`src/rtl/board_status_reader.sv`:
```
// board_status_reader: streams 3-bit cell statuses out of a snapshot of the
// packed board, either one addressed cell or a full raster scan, and counts
// how many scanned cells equal a requested status.
module board_status_reader #(
    parameter int CELLS_X  = 8,
    parameter int CELLS_Y  = 8,
    parameter int STATUS_W = 3
) (
    input  logic                                clk,
    input  logic                                rst,
    input  logic [CELLS_X*CELLS_Y*STATUS_W-1:0] board_state,
    input  logic                                req_valid,
    output logic                                req_ready,
    input  logic                                req_scan,
    input  logic [3:0]                          req_x,
    input  logic [3:0]                          req_y,
    input  logic [STATUS_W-1:0]                 req_match,
    output logic                                rsp_valid,
    input  logic                                rsp_ready,
    output logic [STATUS_W-1:0]                 rsp_status,
    output logic [3:0]                          rsp_x,
    output logic [3:0]                          rsp_y,
    output logic                                rsp_last,
    output logic                                rsp_oob,
    output logic [6:0]                          match_count
);

    localparam int NCELLS = CELLS_X * CELLS_Y;
    localparam int BW     = NCELLS * STATUS_W;
    localparam int IW     = $clog2(NCELLS);

    localparam logic [3:0] X_MAX = 4'(CELLS_X - 1);
    localparam logic [3:0] Y_MAX = 4'(CELLS_Y - 1);

    localparam logic [1:0] S_IDLE   = 2'd0;
    localparam logic [1:0] S_SINGLE = 2'd1;
    localparam logic [1:0] S_SCAN   = 2'd2;

    logic [1:0]          state_q, state_d;
    logic [BW-1:0]       snap_q, snap_d;
    logic [3:0]          x_q, x_d;
    logic [3:0]          y_q, y_d;
    logic [STATUS_W-1:0] match_q, match_d;
    logic [6:0]          cnt_q, cnt_d;

    logic                rsp_valid_q, rsp_valid_d;
    logic [STATUS_W-1:0] rsp_status_q, rsp_status_d;
    logic [3:0]          rsp_x_q, rsp_x_d;
    logic [3:0]          rsp_y_q, rsp_y_d;
    logic                rsp_last_q, rsp_last_d;
    logic                rsp_oob_q, rsp_oob_d;
    logic [6:0]          match_count_q, match_count_d;

    // Coordinates, status and flags of the beat that would be loaded next.
    logic [3:0]          rd_x, rd_y;
    logic [IW-1:0]       rd_idx;
    logic [STATUS_W-1:0] rd_status;
    logic                rd_oob, rd_last, rd_hit;

    logic                hs;
    logic [6:0]          cnt_base;

    // Per-cell view of the snapshot so a cell can be picked by linear index.
    logic [STATUS_W-1:0] snap_cell [NCELLS];
    for (genvar i = 0; i < NCELLS; i++) begin : g_cell
        assign snap_cell[i] = snap_q[i*STATUS_W +: STATUS_W];
    end

    assign req_ready   = (state_q == S_IDLE);
    assign rsp_valid   = rsp_valid_q;
    assign rsp_status  = rsp_status_q;
    assign rsp_x       = rsp_x_q;
    assign rsp_y       = rsp_y_q;
    assign rsp_last    = rsp_last_q;
    assign rsp_oob     = rsp_oob_q;
    assign match_count = match_count_q;

    assign hs = rsp_valid_q && rsp_ready;

    // Pick the next beat's cell: latched coords for a single read, otherwise
    // (0,0) for the first scan beat and the raster successor afterwards.
    always_comb begin
        rd_x = x_q;
        rd_y = y_q;
        if (state_q == S_SCAN) begin
            if (!rsp_valid_q) begin
                rd_x = 4'd0;
                rd_y = 4'd0;
            end else if (rsp_x_q == X_MAX) begin
                rd_x = 4'd0;
                rd_y = rsp_y_q + 4'd1;
            end else begin
                rd_x = rsp_x_q + 4'd1;
                rd_y = rsp_y_q;
            end
        end
        rd_oob    = (state_q == S_SINGLE) && ((rd_x > X_MAX) || (rd_y > Y_MAX));
        rd_idx    = IW'(rd_y) * IW'(CELLS_X) + IW'(rd_x);
        rd_status = rd_oob ? '0 : snap_cell[rd_idx];
        rd_last   = (state_q != S_SCAN) || ((rd_x == X_MAX) && (rd_y == Y_MAX));
        rd_hit    = (rd_status == match_q);
    end

    // Transaction control: accept in IDLE, then present beats until the
    // last one is handshaken. The match count is updated on each handshake
    // and the final total is published together with the last beat.
    always_comb begin
        state_d       = state_q;
        snap_d        = snap_q;
        x_d           = x_q;
        y_d           = y_q;
        match_d       = match_q;
        cnt_d         = cnt_q;
        rsp_valid_d   = rsp_valid_q;
        rsp_status_d  = rsp_status_q;
        rsp_x_d       = rsp_x_q;
        rsp_y_d       = rsp_y_q;
        rsp_last_d    = rsp_last_q;
        rsp_oob_d     = rsp_oob_q;
        match_count_d = match_count_q;

        cnt_base = cnt_q;
        if (hs && (rsp_status_q == match_q)) begin
            cnt_base = cnt_q + 7'd1;
        end

        case (state_q)
            S_IDLE: begin
                if (req_valid) begin
                    state_d       = req_scan ? S_SCAN : S_SINGLE;
                    snap_d        = board_state;
                    x_d           = req_x;
                    y_d           = req_y;
                    match_d       = req_match;
                    cnt_d         = 7'd0;
                    match_count_d = 7'd0;
                end
            end
            S_SINGLE: begin
                if (!rsp_valid_q) begin
                    rsp_valid_d  = 1'b1;
                    rsp_status_d = rd_status;
                    rsp_x_d      = rd_x;
                    rsp_y_d      = rd_y;
                    rsp_last_d   = 1'b1;
                    rsp_oob_d    = rd_oob;
                end else if (hs) begin
                    rsp_valid_d = 1'b0;
                    state_d     = S_IDLE;
                end
            end
            S_SCAN: begin
                if (hs) begin
                    cnt_d = cnt_base;
                end
                if (hs && rsp_last_q) begin
                    rsp_valid_d = 1'b0;
                    state_d     = S_IDLE;
                end else if (!rsp_valid_q || hs) begin
                    rsp_valid_d  = 1'b1;
                    rsp_status_d = rd_status;
                    rsp_x_d      = rd_x;
                    rsp_y_d      = rd_y;
                    rsp_last_d   = rd_last;
                    rsp_oob_d    = 1'b0;
                    if (rd_last) begin
                        match_count_d = cnt_base + {6'd0, rd_hit};
                    end
                end
            end
            default: begin
                state_d     = S_IDLE;
                rsp_valid_d = 1'b0;
            end
        endcase
    end

    // State and registered outputs; reset clears everything including the snapshot.
    always_ff @(posedge clk or posedge rst) begin
        if (rst) begin
            state_q       <= S_IDLE;
            snap_q        <= '0;
            x_q           <= 4'd0;
            y_q           <= 4'd0;
            match_q       <= '0;
            cnt_q         <= 7'd0;
            rsp_valid_q   <= 1'b0;
            rsp_status_q  <= '0;
            rsp_x_q       <= 4'd0;
            rsp_y_q       <= 4'd0;
            rsp_last_q    <= 1'b0;
            rsp_oob_q     <= 1'b0;
            match_count_q <= 7'd0;
        end else begin
            state_q       <= state_d;
            snap_q        <= snap_d;
            x_q           <= x_d;
            y_q           <= y_d;
            match_q       <= match_d;
            cnt_q         <= cnt_d;
            rsp_valid_q   <= rsp_valid_d;
            rsp_status_q  <= rsp_status_d;
            rsp_x_q       <= rsp_x_d;
            rsp_y_q       <= rsp_y_d;
            rsp_last_q    <= rsp_last_d;
            rsp_oob_q     <= rsp_oob_d;
            match_count_q <= match_count_d;
        end
    end

endmodule

```
`config.mk`:
```
export PLATFORM = sky130hd
export DESIGN_NAME = board_status_reader
export DESIGN_NICKNAME = d
export VERILOG_FILES = /design/src/rtl/board_status_reader.sv
export SDC_FILE = /design/constraint.sdc
export NUM_CORES = 1
export LEC_CHECK = 0
export ABC_AREA = 1
export BUFFER_PORTS_ARGS = -buffer_cell sky130_fd_sc_hd__buf_2
export CORE_MARGIN = 3
export CORE_UTILIZATION = 59
export CTS_CLUSTER_SIZE = 12
export DETAILED_ROUTE_END_ITERATION = 16
export GPL_ROUTABILITY_DRIVEN = 0
export PLACE_DENSITY_LB_ADDON = 0.2
export SYNTH_ARGS = -nofsm -noshare
export SYNTH_HDL_FRONTEND = slang
export SYNTH_SLANG_ARGS = --single-unit
```
`constraint.sdc`:
```
create_clock -name clk -period 27.7 [get_ports clk]
set_clock_uncertainty 0.15 [all_clocks]
set_input_delay 8.31 -clock clk [delete_from_list [all_inputs] [get_ports clk]]
set_output_delay 8.31 -clock clk [all_outputs]
set_load 0.02 [all_outputs]
```
==> impl_metrics.csv <==
group,metric,value,unit
global_routing,grt_overflow_total,0,
placement,dpl.hpwl,20700,um
logic_synthesis,syn_inst,1526,
floorplanning,core-area,19000,um^2
logic_synthesis,synth-edff-count,0,
global_routing,grt_pass1_wl,52000,um
detailed_routing,dr.first_iter.drc_count,1072,
global_routing,grt_usage,29.5,%
cts,cts_made_buffers,24,
cells_and_area,drive_above_1_share,16.9,%
floorplanning,fp.dieArea,21400,um^2
sta,final_hold_viol_count,0,
cells_and_area,final_area,13400,um^2
cts,clk_pin_slew,0.06,ns
placement,dpl_cell_area,12700,um^2
logic_synthesis,synth_seq_area_share,50.3,%
worst_setup_path,cp_max_fo,152,
sta,fmax,0.0873,GHz
floorplanning,start_util,60.9,%
floorplanning,die_x,146,um
sta,tns,0,ns
logic_synthesis,ys_async_sr_fraction,100,%
logic_synthesis,synth_common_cells,"nand2_1, dfrtp_1, nand3_1, inv_1, o21ai_0",
worst_setup_path,cp.arrival,11.74,ns
worst_setup_path,cp-end-kind,"flop",
cts,h-tree-depth,1,
cells_and_area,final_nets,1920,
detailed_routing,ant_nets,0,
logic_synthesis,yosysUniqueCellTypes,42,
floorplanning,ioPinCount,230,
placement,port_buffers,229,
cts,postCtsHoldBufs,0,
outcome,status,"complete, no violations",
floorplanning,die_y,146,um
worst_setup_path,cp.required,27.98,ns
worst_setup_path,worstSetupStartpointType,"input port",
detailed_routing,route.detailed.wl_per_inst,16.2,um
cts,cts_sinks,233,
detailed_routing,wl,32100,um
logic_synthesis,synth_top_area_share,50.3,%
cts,cts_buffer_depth,3,
cts,cts_resized,0,
sta,final.period_utilization,41.4,%
logic_synthesis,yosys.area.top_type,"dfrtp_1",
logic_synthesis,synth_seq_cells,233,
worst_setup_path,crit_type,"input port to flop",
worst_setup_path,worst-r2r-setup-slack,21.92,ns
global_routing,grt_max_degree,153,
logic_synthesis,syn_area,11600,um^2
hold_path,hold_path_class,"flop to flop",
sta,slew_viol_final,0,
cts,post_cts_buffers,0,
logic_synthesis,ys_warn_count,0,
detailed_routing,vias,10800,
detailed_routing,route.detailed.drc,0,
cts,cts_tree,"built",
cts,clk_latency,0.52,ns
run,cap_violations,0,
pwr,p_per_area,128,nW/um^2
detailed_routing,via_per_inst,5.46,
logic_synthesis,synth.most_common_cell,"nand2_1",
sta,rsz0062_at_grt,"false",
logic_synthesis,synth_ff_type,"dfrtp_1",
sta,post-route-min-period,11.46,ns
detailed_routing,drtPass1Iterations,6,
cells_and_area,area_growth,16.0,%
pwr,vdd_drop_max,0.0626,mV
global_routing,grt_pass1_vias,10400,
global_routing,antenna_found_initial,5,
sta,setup_viol,0,
logic_synthesis,synth_nets,1744,
cts,clock-root-buffer,"clkbuf_16",
logic_synthesis,ys_top_cells_by_area,"dfrtp_1, nand2_1, nand3_1, o21ai_0, inv_1",
logic_synthesis,synth.avg_cell_area,7.59,um^2
sta,worst_pin_slew,1.18,ns
pwr,cellLeakagePower,7.20,nW
sta,max_slew_margin,20.8,%
floorplanning,rows,50,
==> where the power goes <==
group | internal, W | switching [W] | total (W)
Combinational | 0.000264 | 0.000569 | 0.000833
Clock | 0.000177 | 0.000129 | 0.000306
Sequential | 0.000501 | 0.0000831 | 0.000584
Total | 0.000942 | 0.000781 | 0.00172
==> cell usage in the layout (no fill, tap or decap), types with 2 or more instances in the layout <==
cell type,n
nand4_1,5
o21ai_1,6
clkbuf_1,9
o21ai_0,75
nor2_1,19
diode_2,3
buf_4,9
xnor2_1,4
nand2_2,4
clkbuf_8,5
inv_2,4
clkbuf_16,25
ha_1,10
nand3b_1,22
o21ai_2,2
a21oi_1,6
nor4_1,2
o211ai_1,4
clkinv_1,2
nand2_1,703
xor2_1,8
nand3_1,222
dfrtp_1,233
buf_2,229
inv_1,81
nand2_4,2
o22ai_1,6
==> sequential cells by signal (all words and copies together), names as in the netlist <==
signal and count:
match_q 3, x_q 4, match_count 7, snap_q 192, rsp_x 4, cnt_q 7
state_q 2, y_q 4, rsp_y 4, rsp_valid 1, rsp_status 3, rsp_oob 1
rsp_last 1
==> metrics by stage <==
| stage | util, % | power [W] | hold WS, ns | cells | setup slack, ns |
|---|---|---|---|---|---|
| 6_report | 70.7 | 0.00172 | 0.325 | 1978 | 16.24 |
| 2_1_floorplan | - | 0.00119 | 0.290 | 1526 | 12.85 |
| 3_5_place_dp | 66.8 | 0.00140 | 0.308 | 1936 | 15.80 |
| 3_3_place_gp | 66.8 | 0.00138 | 0.303 | 1936 | 15.98 |
| 4_1_cts | 70.7 | 0.00172 | 0.323 | 1975 | 16.34 |
| 5_1_grt | 70.7 | 0.00186 | 0.345 | 1977 | 15.94 |
==> path summary, 6_finish.rpt <==
path | from | to | cells after the start
worst max-delay path | req_valid | cnt_q[6]$_DFFE_PP0P_ | 10
worst min-delay path | snap_q[67]$_DFFE_PP0P_ | snap_q[67]$_DFFE_PP0P_ | 2
worst max register to register | state_q[0]$_DFFE_PP0P_ | match_count[4]$_DFFE_PP0P_ | 23
worst min register to register | snap_q[67]$_DFFE_PP0P_ | snap_q[67]$_DFFE_PP0P_ | 2
max in group asynchronous | rst | snap_q[12]$_DFFE_PP0P_ | 3
min in group asynchronous | rst | snap_q[39]$_DFFE_PP0P_ | 2
==> worst max-delay path, cell delays in order <==
cell	delay, ns
buf_2	0.11
nand2_4	0.42
inv_6	0.90
buf_4	0.87
a21oi_1	0.08
inv_1	0.19
nand2_1	0.12
inv_1	0.17
nand2_1	0.17
o21ai_0	0.23
==> logic make-up after synthesis <==
family	count (synthesis)	synth area share [%]
AND/OR/NAND/NOR	985	35.7
flip-flops	233	50.3
buffers and inverters	178	6.77
AO/OA/AOI/OAI	108	5.28
XOR/XNOR	12	0.907
adder cells (fa/ha/maj)	10	1.08
==> cell type report <==
cell class / count / area [um^2]
clock buffer: 39 / 728
inverter: 90 / 353
tap: 260 / 325
multi-input combinational: 1115 / 4990
antenna: 3 / 7.51
fill: 1638 / 5570
sequential: 233 / 5830
timing repair buffer: 238 / 1210
==> layer usage <==
| layer | global-route usage, % | part of all wire (%) |
|---|---|---|
| met2 | 45.6 | 45 |
| met5 | 0 | 0.12 |
| met1 | 42.7 | 43 |
| met4 | 9.36 | 3.0 |
| met3 | 5.46 | 9.2 |
(Power assumes the default switching activity.)
